### config.mk
export PLATFORM = sky130hd
export DESIGN_NAME = mac_accumulator
export DESIGN_NICKNAME = d
export VERILOG_FILES = /design/src/rtl/mac_accumulator.sv
export SDC_FILE = /design/constraint.sdc
export NUM_CORES = 1
export LEC_CHECK = 0
export ABC_AREA = 1
export CAP_MARGIN = 10
export CORE_MARGIN = 5
export CORE_UTILIZATION = 57
export CTS_CLUSTER_SIZE = 8
export DETAILED_ROUTE_END_ITERATION = 12
export GPL_ROUTABILITY_DRIVEN = 0
export HOLD_SLACK_MARGIN = 0.08
export PLACE_DENSITY_LB_ADDON = 0.15
export SYNTH_ARGS = -nofsm -noshare
export SYNTH_HDL_FRONTEND = slang
export SYNTH_SLANG_ARGS = --single-unit
### constraint.sdc
create_clock -name clk -period 5.1 [get_ports clk]
set_input_delay 1.02 -clock clk [delete_from_list [all_inputs] [get_ports clk]]
set_output_delay 1.02 -clock clk [all_outputs]
set_load 0.03 [all_outputs]
### src/rtl/mac_accumulator.sv
// mac_accumulator: registered multiply-accumulate back end for wallace_tree_multiplier.
// Accepts 2N-bit unsigned products over a valid/ready handshake, sums a programmed
// number of them into an ACC_W-bit accumulator, then offers the result downstream.
// Optional build macro: MAC_ACCUMULATOR_SAT_EN -- clamp the accumulator to all-ones
// on carry out instead of wrapping. The overflow flag behaves the same in both builds.
module mac_accumulator #(
  parameter int N     = 8,
  parameter int ACC_W = 24,
  parameter int CNT_W = 8
) (
  input  logic               clk,
  input  logic               rst_n,
  input  logic               start,
  input  logic [CNT_W-1:0]   len,
  input  logic               in_valid,
  output logic               in_ready,
  input  logic [2*N-1:0]     product,
  output logic               out_valid,
  input  logic               out_ready,
  output logic [ACC_W-1:0]   acc_out,
  output logic               overflow,
  output logic               busy
);

  // A narrower accumulator could not hold even a single product.
  generate
    if (ACC_W < 2*N) begin : g_width_check
      $error("mac_accumulator: ACC_W must be >= 2*N");
    end
  endgenerate

  typedef enum logic [1:0] {
    S_IDLE  = 2'd0,
    S_ACCUM = 2'd1,
    S_DONE  = 2'd2
  } state_t;

  state_t             state_q, state_d;
  logic [ACC_W-1:0]   acc_q, acc_d;
  logic [CNT_W-1:0]   count_q, count_d;
  logic [CNT_W-1:0]   len_q, len_d;
  logic               ovf_q, ovf_d;

  // One extra bit on the sum exposes the carry out of the accumulator.
  logic [ACC_W:0]     sum;
  logic               carry;
  logic               last_term;

  assign sum       = {1'b0, acc_q} + (ACC_W+1)'(product);
  assign carry     = sum[ACC_W];
  assign last_term = (count_q == (len_q - CNT_W'(1)));

  // State register and datapath registers; reset abandons any job in flight.
  always_ff @(posedge clk or negedge rst_n) begin
    if (!rst_n) begin
      state_q <= S_IDLE;
      acc_q   <= '0;
      count_q <= '0;
      len_q   <= '0;
      ovf_q   <= 1'b0;
    end else begin
      state_q <= state_d;
      acc_q   <= acc_d;
      count_q <= count_d;
      len_q   <= len_d;
      ovf_q   <= ovf_d;
    end
  end

  // Next-state and datapath update; every register holds unless a case updates it.
  always_comb begin
    state_d = state_q;
    acc_d   = acc_q;
    count_d = count_q;
    len_d   = len_q;
    ovf_d   = ovf_q;
    case (state_q)
      S_IDLE: begin
        if (start) begin
          acc_d   = '0;
          count_d = '0;
          ovf_d   = 1'b0;
          if (len != '0) begin
            len_d   = len;
            state_d = S_ACCUM;
          end else begin
            // Empty job: report a zero result straight away.
            state_d = S_DONE;
          end
        end
      end
      S_ACCUM: begin
        // in_ready is high throughout ACCUM, so in_valid alone marks a handshake.
        if (in_valid) begin
`ifdef MAC_ACCUMULATOR_SAT_EN
          // Once at all-ones any non-zero add carries again, so the clamp persists.
          acc_d = carry ? {ACC_W{1'b1}} : sum[ACC_W-1:0];
`else
          acc_d = sum[ACC_W-1:0];
`endif
          if (carry) begin
            ovf_d = 1'b1;
          end
          count_d = count_q + CNT_W'(1);
          if (last_term) begin
            state_d = S_DONE;
          end
        end
      end
      S_DONE: begin
        // start is deliberately ignored here, even during the output handshake.
        if (out_ready) begin
          state_d = S_IDLE;
        end
      end
      default: begin
        state_d = S_IDLE;
      end
    endcase
  end

  // Outputs are pure state decode or registers: no combinational input-to-output path.
  assign in_ready  = (state_q == S_ACCUM);
  assign out_valid = (state_q == S_DONE);
  assign busy      = (state_q != S_IDLE);
  assign acc_out   = acc_q;
  assign overflow  = ovf_q;

endmodule

==> results.yml <==
critical_path:
  cp_num_cells: 13
  worstSetupPathType: "in -> reg"
  slowest_delay_ps: 430
  cp_cell_sequence: "clkdlybuf4s50_1, ha_1, fa_1, nand2_1, nand3_1, nand2_1, o21ai_2, nand2_1, nand2_1, nand2_1, nand2_1, nand2_1, nor2_1"
  r2r_cells: 12
  r2r_slack_ps: 3030
  cp-endpoint: "acc_out[20]"
  startpoint_type: "input pin"
  critPathTopFamily: "simple AND/OR/NAND/NOR gates"
  cp-end-kind: "flip-flop"
  arrival_ps: 3000
  startpoint: "product[0]"
  worstPathRequired_ps: 5300
  path_buf_inv: 1
  slowest_stage: "fa_1"
  r2r_start: "acc_out[0]"
  cp_max_fo: 4
  crit_top_cell: "nand2_1"
  r2r-end: "acc_out[20]"
clock_network:
  clkLatencyLatePin_ps: 300
  cts_tree: "built"
  cts_buffers: 5
  clock-sinks: 43
  htreeDepth: 2
  path_clk_slew_ps: 90
  cts_root_buf: "clkbuf_8"
  cts_max_path_buffers: 2
  holdBufCountCts: 0
  postCtsSetupBuffers: 0
  post_cts_resized: 0
timing:
  setup_tns_ps: 0
  slew_violations: 0
  period_share_pct: 54.9
  setup_viol: 0
  fin_worst_skew_ps: 5.51
  hold_violations: 0
  hold_slack_ps: 520
  worst_pin_slew_ps: 987
  fmax_ghz: 0.357
  finalCriticalPeriod_ps: 2800
  slew_headroom_pct: 34.2
  rsz0062_at_grt: "no"
layout:
  n_antenna_cell: 0
  nets: 566
  drive_gt1_share_pct: 4.82
  areaGrowthSynthToFinish_pct: 22.0
route:
  via_per_inst: 5.57
  drtIter0Drc: 227
  drt_first_pass_iters: 5
  via_count: 3292
  antenna_left: 0
  drt_wl_total_um: 7990
  wl_per_cell_um: 13.5
  drcViolationCount: 0
power_and_ir_drop:
  power_density_mw_per_mm2: 490
  leakagePower_nw: 1.87
  ir_worst_vdd_mv: 0.295
synth:
  synthCells: 461
  yosysWarnings: 0
  netlist_top_cells_area: "dfrtp_1 (34%), nand2_1 (16%), a21oi_1 (7.1%), ha_1 (7.1%), nor2_1 (6.9%)"
  synth-xor-area-share_pct: 1.94
  synth-adder-area-share_pct: 7.77
  yosys.area.top_type_share_pct: 34.1
  ys_seq_area_share_pct: 34.1
  synth-main-ff-cell: "dfrtp_1"
  yosysTopAreaCell: "dfrtp_1"
  ys_seq_elements: 43
  synth_edf_count: 0
  post-synth-top-count-cell: "nand2_1"
  synthArstFlopShare_pct: 100
  syn_area_per_cell_um2: 6.85
  synthSimpleGateAreaFrac_pct: 34.3
  synth_top_family_by_area: "simple AND/OR/NAND/NOR gates"
  synth.area.mux_share_pct: 0.713
  synthesis.nets: 509
  synth_area_mm2: 0.00316
  synth-compound-area-share_pct: 14.3
  netlist_top_cells_count: "nand2_1 (136), nor2_1 (58), inv_1 (47), a21oi_1 (45), dfrtp_1 (43)"
  yosysUniqueCellTypes: 36
placed_design:
  port-buffer-count: 56
  place_hpwl_um: 5990
die:
  start_util_pct: 58.1
  die_area_mm2: 0.00713
  ios: 57
  coreArea_mm2: 0.00544
  die_x_um: 84.4
  num_rows: 27
  die_h_um: 84.4
min_path:
  min_path_type: "reg -> reg"
status:
  outcome: "completed"
grt:
  grt_overflow_total: 0
  grt_pass1_vias: 2997
  grt_use_total_pct: 22.8
  grt_start_max_net_pins: 44
  grt_first_pass_wirelength_um: 13500
  antenna_found_initial: 0
flow_run:
  maxCapViolCount: 0
## report_power, final
group	internal (mW)	leakage, nW	total (mW)	switching [mW]
clock	0.0960	0.0412	0.222	0.126
combinational	0.405	1.27	1.12	0.714
sequential	0.444	0.556	0.548	0.103
## area by class of cell
class / count / area [um^2]
multi-input cells: 363 / 1860
fillers: 469 / 1590
flip-flops and latches: 43 / 1080
repair buffers: 56 / 556
inverters: 49 / 184
well taps: 72 / 90.1
clock buffers: 6 / 72.6
clock inverters: 2 / 12.5
## logic make-up after synthesis
group / count (synthesis)
buffers and inverters: 55
AO/OA/AOI/OAI: 84
flip-flops: 43
XOR/XNOR: 7
AND/OR/NAND/NOR: 251
multiplexers: 2
adder cells (fa/ha/maj): 19
## routing by layer
metal  wire (um)  vias up  track usage [%]
li1            -     1628                -
met4          97        0             6.19
met5           0        -                0
met3         533       11             3.93
met2        3490      130             34.7
met1        3870     1523             33.4
## worst min-delay path by stage
| stage | slack (ps) | cells past startpoint | end | start |
|---|---|---|---|---|
| floorplan | 490 | 1 | count_q[4] | count_q[4] |
| global placement | 490 | 2 | acc_out[7] | acc_out[7] |
| detailed placement | 500 | 2 | acc_out[9] | acc_out[9] |
| CTS | 520 | 2 | acc_out[9] | acc_out[9] |
| global route | 540 | 2 | acc_out[5] | acc_out[5] |
| finish | 520 | 2 | acc_out[9] | acc_out[9] |
## placed cells by master, fill, tap and decap left out, drive strengths merged, types with 2 or more instances in the layout
master	instances
a21oi	45
a22o	2
clkbuf	6
clkdlybuf4s50	55
dfrtp	43
ha	18
inv	49
mux2	2
nand2	138
nand3	33
nand4	2
nor2	63
nor3	10
nor4	3
o21ai	31
o22ai	2
or2	2
xnor2	3
xor2	4
## stage by stage
stage | power, mW | cell area (um^2) | cells | util, % | setup WS (ps)
3_3_place_gp | 1.63 | 3770 | 583 | 69.3 | 2100
4_1_cts | 1.89 | 3850 | 591 | 70.8 | 2320
3_5_place_dp | 1.66 | 3770 | 583 | 69.3 | 1990
2_1_floorplan | 1.34 | 3160 | 461 | - | 2650
6_report | 1.89 | 3850 | 591 | 70.8 | 2300
5_1_grt | 2.05 | 3850 | 591 | 70.8 | 2140
## state kept, by name, indices dropped and copies added (netlist names)
| name | cells |
|---|---|
| acc_out | 24 |
| count_q | 8 |
| len_q | 8 |
| state_q | 2 |
| overflow | 1 |
## worst min-delay path, stage by stage, from the launching register on
cell     delay, ps
dfrtp_1        380
nand2_1         60
nand2_1         60
Power figures use the tool's default switching activity.
